### config.mk
export PLATFORM = sky130hd
export DESIGN_NAME = bpf_out_fifo
export DESIGN_NICKNAME = d
export VERILOG_FILES = /design/src/rtl/params_pkg.sv /design/src/rtl/bpf_drop_monitor.sv /design/src/rtl/bpf_out_fifo.sv
export SDC_FILE = /design/constraint.sdc
export NUM_CORES = 1
export LEC_CHECK = 0
export BUFFER_PORTS_ARGS = -buffer_cell sky130_fd_sc_hd__buf_2
export CORE_UTILIZATION = 55
export DETAILED_ROUTE_END_ITERATION = 10
export GPL_TIMING_DRIVEN = 0
export PLACE_DENSITY_LB_ADDON = 0.2
export RECOVER_POWER = 25
export SLEW_MARGIN = 10
export SYNTH_ARGS = -nofsm -noshare
export SYNTH_HDL_FRONTEND = slang
export SYNTH_SLANG_ARGS = --single-unit
### constraint.sdc
create_clock -name clk -period 5.05 [get_ports clk]
set_input_delay 0.505 -clock clk [delete_from_list [all_inputs] [get_ports clk]]
set_output_delay 0.505 -clock clk [all_outputs]
set_load 0.01 [all_outputs]
### src/rtl/params_pkg.sv
// Shared parameters and types for the band-pass FIR output path.
package params_pkg;
  localparam int OUTPUT_WIDTH   = 16;
  localparam int FIFO_DEPTH     = 16;
  localparam int FIFO_AF_THRESH = 12;

  typedef logic signed [OUTPUT_WIDTH-1:0] out_t;
  typedef logic [$clog2(FIFO_DEPTH):0]    fifo_cnt_t;
endpackage

### src/rtl/bpf_drop_monitor.sv
// Sticky overflow flag and saturating drop counter for beats the FIFO could not absorb.
module bpf_drop_monitor #(
  parameter int DROP_W = 16
) (
  input  logic              clk,
  input  logic              rst_n,
  input  logic              drop,
  input  logic              clr,
  output logic              overflow,
  output logic [DROP_W-1:0] drop_count
);
  // A drop in the same cycle as a clear wins: the drop is counted after the clear.
  always_ff @(posedge clk or negedge rst_n) begin
    if (!rst_n) begin
      overflow   <= 1'b0;
      drop_count <= '0;
    end else if (drop) begin
      overflow <= 1'b1;
      if (clr)                drop_count <= DROP_W'(1);
      else if (~&drop_count)  drop_count <= drop_count + DROP_W'(1);
    end else if (clr) begin
      overflow   <= 1'b0;
      drop_count <= '0;
    end
  end
endmodule

### src/rtl/bpf_out_fifo.sv
// Elastic FWFT buffer behind the non-stallable FIR core; drops beats when full.
module bpf_out_fifo
  import params_pkg::*;
#(
  parameter int DATA_W    = OUTPUT_WIDTH,
  parameter int DEPTH     = FIFO_DEPTH,
  parameter int AF_THRESH = FIFO_AF_THRESH,
  parameter int DROP_W    = 16
) (
  input  logic                       clk,
  input  logic                       rst_n,
  input  logic                       s_valid,
  output logic                       s_ready,
  input  logic [DATA_W-1:0]          s_data,
  output logic                       m_valid,
  input  logic                       m_ready,
  output logic [DATA_W-1:0]          m_data,
  output logic [$clog2(DEPTH):0]     count,
  output logic                       almost_full,
  output logic                       overflow,
  output logic [DROP_W-1:0]          drop_count,
  input  logic                       clr_overflow
);
  localparam int AW = $clog2(DEPTH);
  localparam int CW = AW + 1;

  logic [DATA_W-1:0] mem [DEPTH];
  logic [AW-1:0]     wr_ptr, rd_ptr;
  logic              full, empty, pop, push, drop;

  assign full        = (count == CW'(DEPTH));
  assign empty       = (count == '0);
  assign s_ready     = !full;
  assign m_valid     = !empty;
  assign almost_full = (count >= CW'(AF_THRESH));
  assign m_data      = mem[rd_ptr];

  // A pop frees the slot in the same cycle, so a full FIFO still takes the beat.
  assign pop  = m_valid & m_ready;
  assign push = s_valid & (!full | pop);
  assign drop = s_valid & full & !pop;

  always_ff @(posedge clk) begin
    if (push) mem[wr_ptr] <= s_data;
  end

  always_ff @(posedge clk or negedge rst_n) begin
    if (!rst_n) begin
      wr_ptr <= '0;
      rd_ptr <= '0;
      count  <= '0;
    end else begin
      if (push) wr_ptr <= wr_ptr + AW'(1);
      if (pop)  rd_ptr <= rd_ptr + AW'(1);
      case ({push, pop})
        2'b10:   count <= count + CW'(1);
        2'b01:   count <= count - CW'(1);
        default: count <= count;
      endcase
    end
  end

  bpf_drop_monitor #(.DROP_W(DROP_W)) u_drop_mon (
    .clk        (clk),
    .rst_n      (rst_n),
    .drop       (drop),
    .clr        (clr_overflow),
    .overflow   (overflow),
    .drop_count (drop_count)
  );
endmodule
### Word level (Yosys, flattened, before mapping)

Memories as Yosys holds them, arrays and structs flattened.
Cells that the tools add are included.

| storage, ports and cells | value |
|---|---|
| bits in registers | 30 |
| bits in writable memories | 256 |
| input port bits | 21 |
| word-level logic and storage cells | 38 |
| memories | 1 |

| cells by class | value |
|---|---|
| $add $sub $neg | 5 |
| $lt $le $gt $ge | 1 |
| eq/ne operators | 4 |
| multiplexer cells | 9 |
| bitwise logic cells | 5 |
| reduce and logical (&&, ||, !) cells | 8 |

Memories:

| name | words | bits a word | rd ports | clocked after Yosys merged registers in | write ports | line | RTL |
|---|---|---|---|---|---|---|---|
| mem | 16 | 16 | 1 | 0 | 1 | bpf_out_fifo.sv:27 | `logic [DATA_W-1:0] mem [DEPTH];` |

Operator list:

| cell | count |
|---|---|
| 2-to-1 mux 16 bit | 4 |
| adder 16 x 1 -> 16 bit, second input constant | 1 |
| AND reduction 16 bit | 1 |
| one-hot mux 5 bit (2 select lines) | 1 |
| adder 4 x 1 -> 4 bit, second input constant | 2 |
| adder 5 x 1 -> 5 bit, second input constant | 1 |
| == test 5 bit, second input constant | 1 |
| greater-or-equal comparator 5 x 4 -> 1 bit, second input constant | 1 |
| logical NOT 5 bit | 1 |
| subtractor 5 x 1 -> 5 bit, second input constant | 1 |
| AND 1 bit | 4 |
| 2-to-1 mux 1 bit | 4 |
| nonzero test 2 bit | 2 |
| logical NOT 1 bit | 3 |
| == test 2 x 1 -> 1 bit, second input constant | 1 |
| == test 2 bit, second input constant | 1 |
| != test 2 bit, second input constant | 1 |
| AND reduction 2 bit | 1 |
| bitwise OR 1 bit | 1 |

### Longest topological paths before layout

Gate-level depths: netlist of run 1.

| logic depth | value |
|---|---|
| depth after elaboration | 7 |
| gate-level depth with buffers | 9 |
| mapped depth without buffers | 8 |

### By module

A second synthesis of run 1 with hierarchy kept.

| unflattened totals | value |
|---|---|
| cell total of the unflattened synthesis | 595 |
| area total of the unflattened synthesis | 11452.2 µm² |

Modules (own cells, without submodules):

| module | times used | cells each | area each (µm²) | sequential area each (µm²) |
|---|---|---|---|---|
| bpf_out_fifo | 1 | 496 | 10512.6 | 8012.7 |
| bpf_drop_monitor | 1 | 99 | 939.7 | 425.4 |

### Worst setup path after synthesis of run 1

Ideal clock, no wire load.

| path | value |
|---|---|
| path type | input to register |
| start point | input m_ready |
| end point | memory mem[3][0] (netlist bit), enable pin |
| library setup time | 409 ps |
| data arrival time | 2597 ps |
| required time | 4641 ps |
| path slack | 2044 ps |
| stages on the path | 5 |
| path buffers | 1 |
| cell sequence | clkbuf_1 > nor2b_1 > a21boi_1 > nand2_1 > nor3_1 |

| between the ends | value |
|---|---|
| longest elaborated chain between the ends | 5 |

RTL lines:

| item | line | RTL |
|---|---|---|
| from (decl) | bpf_out_fifo.sv:16 | `input logic m_ready,` |
| AND 1 bit | bpf_out_fifo.sv:39 | `assign pop = m_valid & m_ready;` |
| bitwise OR 1 bit | bpf_out_fifo.sv:40 | `assign push = s_valid & (!full \| pop);` |
| AND 1 bit | bpf_out_fifo.sv:40 |  |
| 2-to-1 mux 1 bit | bpf_out_fifo.sv:44 | `if (push) mem[wr_ptr] <= s_data;` |
| 2-to-1 mux 1 bit (implied by the code) | bpf_out_fifo.sv:44 |  |
| to (decl) | bpf_out_fifo.sv:27 |  |

No other way between the ends.

### Worst setup path after layout of run 1

| path | value |
|---|---|
| start point | register rd_ptr[1] |
| end point | output m_data[7] |

| between the ends | value |
|---|---|
| longest elaborated chain between the ends | 1 |

RTL lines:

| item | line | RTL |
|---|---|---|
| from (decl) | bpf_out_fifo.sv:28 | `logic [AW-1:0] wr_ptr, rd_ptr;` |
| from (signal assigned) | bpf_out_fifo.sv:54 | `if (pop) rd_ptr <= rd_ptr + AW'(1);` |
| memory read (16 x 16 bit) | n/a |  |
| to (decl) | bpf_out_fifo.sv:17 | `output logic [DATA_W-1:0] m_data,` |

No other way between the ends.

==> results of run 1 <==
cell usage after synthesis (2+ instances only):
master    number
a21oi_1       12
and3_1         4
and4_1         4
nor2_1        22
buf_2          6
dfrtp_1       30
mux2_1         6
or4_1          6
buf_1          3
nand3_1       10
buf_4          2
nor3_1         5
and2_1         2
o31ai_1        5
inv_1          4
clkbuf_1      12
o41ai_1        2
edfxtp_1     256
nand2_1       16
buf_6          4
or3_1          4
nand2b_1       4
xor2_1         2
nor4_1         4
mux4_2        80
o21ai_0        6
nor2b_1        8
ha_1           8
xnor2_1        7
nand4_1        7
cell type report:
| class | instances | share of cell area [%] |
|---|---|---|
| Buffer | 27 | 1.11 |
| Clock buffer | 34 | 5.62 |
| Clock inverter | 14 | 0.558 |
| Inverter | 4 | 0.113 |
| Multi-Input combinational cell | 245 | 22.2 |
| Sequential cell | 286 | 63.8 |
| Tap cell | 270 | 2.55 |
| Timing Repair Buffer | 78 | 4.06 |
logic make-up (layout without fill, tap and decap cells):
kind of cell             count (synthesis)  count (layout)  share of synthesized area, %
multiplexers                            88              88                          16.5
AO/OA/AOI/OAI                           37              37                          2.12
buffers and inverters                   31             157                          1.40
flip-flops                             286             286                          73.5
XOR/XNOR                                 9               9                         0.686
AND/OR/NAND/NOR                        103             103                          5.00
adder cells (fa/ha/maj)                  8               8                         0.871
registers in the layout, summed over array words and instances (netlist names):
signal / cells
wr_ptr: 4
u_drop_mon.drop_count: 16
mem: 256
count: 5
u_drop_mon.overflow: 1
rd_ptr: 4
worst max path at each step:
stage               depth (start not counted)           to
floorplan                                   5    mem[3][0]
global placement                            5   mem[3][14]
detailed placement                          6  mem[14][14]
CTS                                         5    m_data[7]
global route                                5    m_data[4]
finish                                      5    m_data[7]
per-layer routing:
layer  up-vias  GRT usage [%]  wire length, µm
met1      3129           31.9             9740
met5         -              0                0
li1       2559              -                -
met2       239           41.9            13100
met3        40           3.09             1380
met4         0           7.86              587
per-stage QoR:
stage	setup WS, ns	power (µW)	util [%]	hold slack (ns)
finish	1.41	7000	65.0	0.0156
global route	1.40	7280	65.0	0.0616
CTS	1.44	7060	65.1	0.0296
detailed placement	2.02	5190	61.0	0.510
global placement	0.738	5030	59.5	0.513
floorplan	2.04	4410	-	0.209
power groups by stage:
stage                     sequential [µW]  combinational [µW]  clock, µW
after global placement               2990                2040          0
after CTS                            2950                2200       1910
final                                2950                2180       1870
after floorplan                      2980                1430          0
after detailed placement             3000                2190          0
after global routing                 2970                2320       1990
==> flow_metrics.py, run 1 <==
metrics = {
    "setup_path": {
        "reg2reg_depth": 6,
        "cp_slowest_cell": "buf_1",
        "startpoint": "rd_ptr[1]",
        "critical_path_class": "flop to output pin",
        "rr_startpoint": "count[1]",
        "arrival_ns": 3.13,
        "critPathTopFamily": "buffers and inverters",
        "cp.buffers_inverters": 3,
        "worstSetupStartpointType": "flop",
        "endpoint_kind": "output pin",
        "cp.required_ns": 4.55,
        "crit_path_cell_trace": "buf_2 -> buf_1 -> mux4_2 -> mux4_2 -> buf_2",
        "critical_path.max_stage_delay_ns": 0.75,
        "r2r-end": "mem[14][14]",
        "critical_path.max_fanout": 10,
        "r2r_slack_ns": 2.24,
    },
    "logic_synthesis": {
        "synth_top_cell_by_area": "edfxtp_1",
        "ys_top_cells_by_area": "edfxtp_1, mux4_2, dfrtp_1",
        "synth_edf_count": 256,
        "synthFlopType": "edfxtp_1",
        "syn-cell-area_mm2": 0.0115,
        "synth_seq_area_share_pct": 73.5,
        "synth_cell_types": 51,
        "syn_inst": 562,
        "avgSynthCellArea_um2": 20.4,
        "async_flop_share_pct": 10.5,
        "synth_nets": 591,
        "yosys_warnings": 0,
        "synth.top_cell.area_share_pct": 66.9,
        "synth_seq_cells": 286,
    },
    "final_layout": {
        "multiInputGateArea_mm2": 0.00294,
        "mostFrequentLayoutCell": "edfxtp_1",
        "final_cell_mix": "edfxtp_1, mux4_2, buf_2",
        "stdcell_count": 958,
        "syn2layout_area_growth_pct": 15.2,
        "n_fill_cell": 1353,
        "final_nets": 699,
        "drive_gt1_share_pct": 31.5,
        "final_area_mm2": 0.0132,
        "diodes": 0,
        "regArea_mm2": 0.00844,
    },
    "detailed_routing": {
        "drc": 0,
        "ant_nets": 0,
        "num_vias": 5967,
        "viasPerCell": 6.23,
        "drtIter0Drc": 420,
        "routed_wl_mm": 24.8,
        "avgRoutedWirePerCell_um": 25.9,
        "dr.pass1.iters": 4,
    },
    "floorplanning": {
        "coreArea_mm2": 0.0204,
        "std_cell_rows": 52,
        "die_h_um": 147,
        "dieArea_mm2": 0.0215,
        "die_w_um": 147,
        "io_pins": 62,
        "start_util_pct": 56.4,
    },
    "clocking": {
        "clk_latency_ns": 0.53,
        "root_buffer": "clkbuf_16",
        "cts.sinks": 286,
        "clk_pin_slew_ns": 0.06,
        "clockBufferDepth": 3,
        "htreeDepth": 1,
        "post_cts_buffers": 0,
        "cts_resized": 0,
        "cts_made_buffers": 28,
        "holdBufCountCts": 0,
        "tritoncts": "built",
    },
    "grt": {
        "grt_usage_pct": 24.1,
        "overflow": 0,
        "grt_start_max_net_pins": 31,
        "grt_pass1_vias": 6231,
        "antenna_found_initial": 0,
        "grt_pass1_wl_mm": 37.2,
    },
    "power": {
        "power.leakage_uw": 0.00441,
        "p_switching_uw": 2090,
        "vdd_drop_max_mv": 0.328,
        "powerDensity_mw_per_mm2": 529,
        "seqPwrFrac_pct": 42.2,
        "combPwrFrac_pct": 31.1,
        "sw_frac_of_total_pct": 29.8,
        "power_frac_clock_pct": 26.8,
        "internal_power_uw": 4920,
    },
    "placement": {
        "dp_hpwl_mm": 15.8,
        "gp_congestion": 0.802,
        "dp.cells": 910,
        "placed_area_mm2": 0.0124,
        "port_buffers": 59,
    },
    "timing": {
        "period_minus_slack_ns": 3.64,
        "hold_viol": 0,
        "grt_setup_unrepaired": "no",
        "setup_viol": 0,
        "worst_pin_slew_ns": 0.960,
        "tns_ns": 0,
        "timing.fmax_mhz": 275,
        "finClkSkew_ns": 0.00685,
        "slew_headroom_pct": 36.0,
        "slew_viol_final": 0,
        "finalCritPeriodShare_pct": 72.0,
    },
    "flow_run": {
        "drv_cap": 0,
    },
    "hold_path": {
        "hold_path_class": "input pin to async pin",
    },
    "outcome": {
        "status": "completed",
    },
}
No activity file was read; power rests on OpenSTA's default activity.
==> run 2: changes to the inputs <==
==> constraint.sdc (replaced) <==
create_clock -name clk -period 3.6 [get_ports clk]
set_input_delay 0.36 -clock clk [delete_from_list [all_inputs] [get_ports clk]]
set_output_delay 0.36 -clock clk [all_outputs]
set_load 0.01 [all_outputs]
==> run 2 against run 1 <==
Compared with the run above:
- combinational power is 40% higher
- worst setup slack worse by 1.3 ns
- core utilization hardly changed
- highest routed layer unchanged
- count of clock-buffer cells in the layout stayed put
- routed wire length is 0.27% lower
- non-clock buffer count is 1 higher
- flip-flop and latch count stayed put
==> flow_metrics.py, run 2 (synthesis results as in run 1) <==
metrics = {
    "final_layout": {
        "diodes": 0,
        "mostFrequentLayoutCell": "edfxtp_1",
        "largest-register": "mem",
        "utilization_pct": 65.0,
        "top_regs": "mem (256), u_drop_mon.drop_count (16), count (5)",
        "drive_gt1_share_pct": 31.5,
        "stdcell_count": 959,
        "syn2layout_area_growth_pct": 15.3,
        "final_cell_mix": "edfxtp_1, mux4_2, buf_2",
        "largest_register_ffs": 256,
        "final_nets": 700,
    },
    "power": {
        "p_total_uw": 9820,
        "powerDensity_mw_per_mm2": 741,
        "power.leakage_uw": 0.00441,
        "vdd_drop_max_mv": 0.459,
    },
    "floorplanning": {
        "io_pins": 62,
        "die_h_um": 147,
        "die_w_um": 147,
        "coreArea_mm2": 0.0204,
        "start_util_pct": 56.4,
        "dieArea_mm2": 0.0215,
        "std_cell_rows": 52,
    },
    "detailed_routing": {
        "avgRoutedWirePerCell_um": 25.8,
        "dr.pass1.iters": 5,
        "viasPerCell": 6.26,
        "ant_nets": 0,
        "routed_wl_mm": 24.8,
        "drtIter0Drc": 424,
        "num_vias": 5999,
        "drc": 0,
    },
    "timing": {
        "slew_viol_final": 0,
        "hold_viol": 0,
        "slew_headroom_pct": 35.3,
        "finalCritPeriodShare_pct": 96.8,
        "setup_viol": 0,
        "period_minus_slack_ns": 3.48,
        "tns_ns": 0,
        "finClkSkew_ns": 0.00717,
        "setup_ws_ns": 0.116,
        "grt_setup_unrepaired": "no",
        "timing.fmax_mhz": 287,
        "worst_pin_slew_ns": 0.971,
    },
    "clocking": {
        "cts_made_buffers": 28,
        "clockBufferDepth": 3,
        "htreeDepth": 1,
        "cts_resized": 0,
        "clk_latency_ns": 0.53,
        "cts.sinks": 286,
        "holdBufCountCts": 1,
        "clk_pin_slew_ns": 0.06,
        "root_buffer": "clkbuf_16",
        "tritoncts": "built",
        "post_cts_buffers": 0,
    },
    "placement": {
        "dp_hpwl_mm": 15.8,
        "port_buffers": 59,
        "gp_congestion": 0.802,
        "dp.cells": 910,
        "dp_worst_setup_slack_ns": 0.717,
    },
    "setup_path": {
        "critical_path.max_fanout": 10,
        "arrival_ns": 3.12,
        "critical_path_class": "flop to output pin",
        "cp.required_ns": 3.24,
        "endpoint_kind": "output pin",
        "worstSetupStartpointType": "flop",
    },
    "grt": {
        "overflow": 0,
        "grt_pass1_wl_mm": 37.2,
        "grt_usage_pct": 24.1,
        "grt_pass1_vias": 6234,
        "antenna_found_initial": 0,
        "grt_start_max_net_pins": 31,
    },
    "flow_run": {
        "drv_cap": 0,
    },
    "hold_path": {
        "hold_path_class": "input pin to flop",
    },
    "outcome": {
        "status": "completed",
    },
}
[run 2: changes by cell type in the layout (fill, tap and decap cells not counted), sizes merged]
cell | previous run | this run
dlygate4sd3 | 0 | 1
[run 2: worst paths after layout]
path,slack (ns),depth (start not counted),start,end
hold reg to reg,0.52,2,u_drop_mon.overflow,u_drop_mon.overflow
setup / recovery,0.12,5,rd_ptr[1],m_data[7]
setup reg to reg,0.82,6,count[1],mem[15][2]
hold / removal,0.22,3,clr_overflow,u_drop_mon.drop_count[8]
max in group asynchronous,2.72,2,rst_n,u_drop_mon.drop_count[11]
min in group asynchronous,0.42,2,rst_n,u_drop_mon.overflow
[run 2: worst max-delay path, cell delays in order (launching register included)]
cell	delay, ns
dfrtp_1	0.41
buf_2	0.29
buf_1	0.76
mux4_2	0.44
mux4_2	0.52
buf_2	0.16
[run 2: cell type report]
class / instances / area [µm²]
tap: 270 / 338
clock buffer: 34 / 744
inverter: 4 / 15.0
buffer: 27 / 146
timing repair buffer: 79 / 547
fill: 1349 / 7120
clock inverter: 14 / 73.8
sequential: 286 / 8440
multi-input combinational: 245 / 2940
[run 2: report_power, final]
group	leakage, µW	total (µW)	switching, µW	internal [µW]
clock	0.000400	2630	1160	1460
combinational	0.00131	3050	1610	1440
sequential	0.00270	4140	149	3990
[run 2: per-layer routing]
metal	routed length (µm)	vias up	global-route usage, %	part of all wire [%]
met5	0	-	0	0
met4	601	0	7.86	2.4
met3	1340	42	3.09	5.4
met2	13100	216	41.9	53
met1	9720	3174	31.9	39
li1	-	2567	-	-
[run 2: per-stage QoR]
| step | area [µm²] | hold slack [ns] |
|---|---|---|
| after floorplan | 11500 | 0.0644 |
| after global placement | 12100 | 0.427 |
| after detailed placement | 12400 | 0.441 |
| after CTS | 13300 | 0.181 |
| after global routing | 13200 | 0.216 |
| final | 13200 | 0.216 |
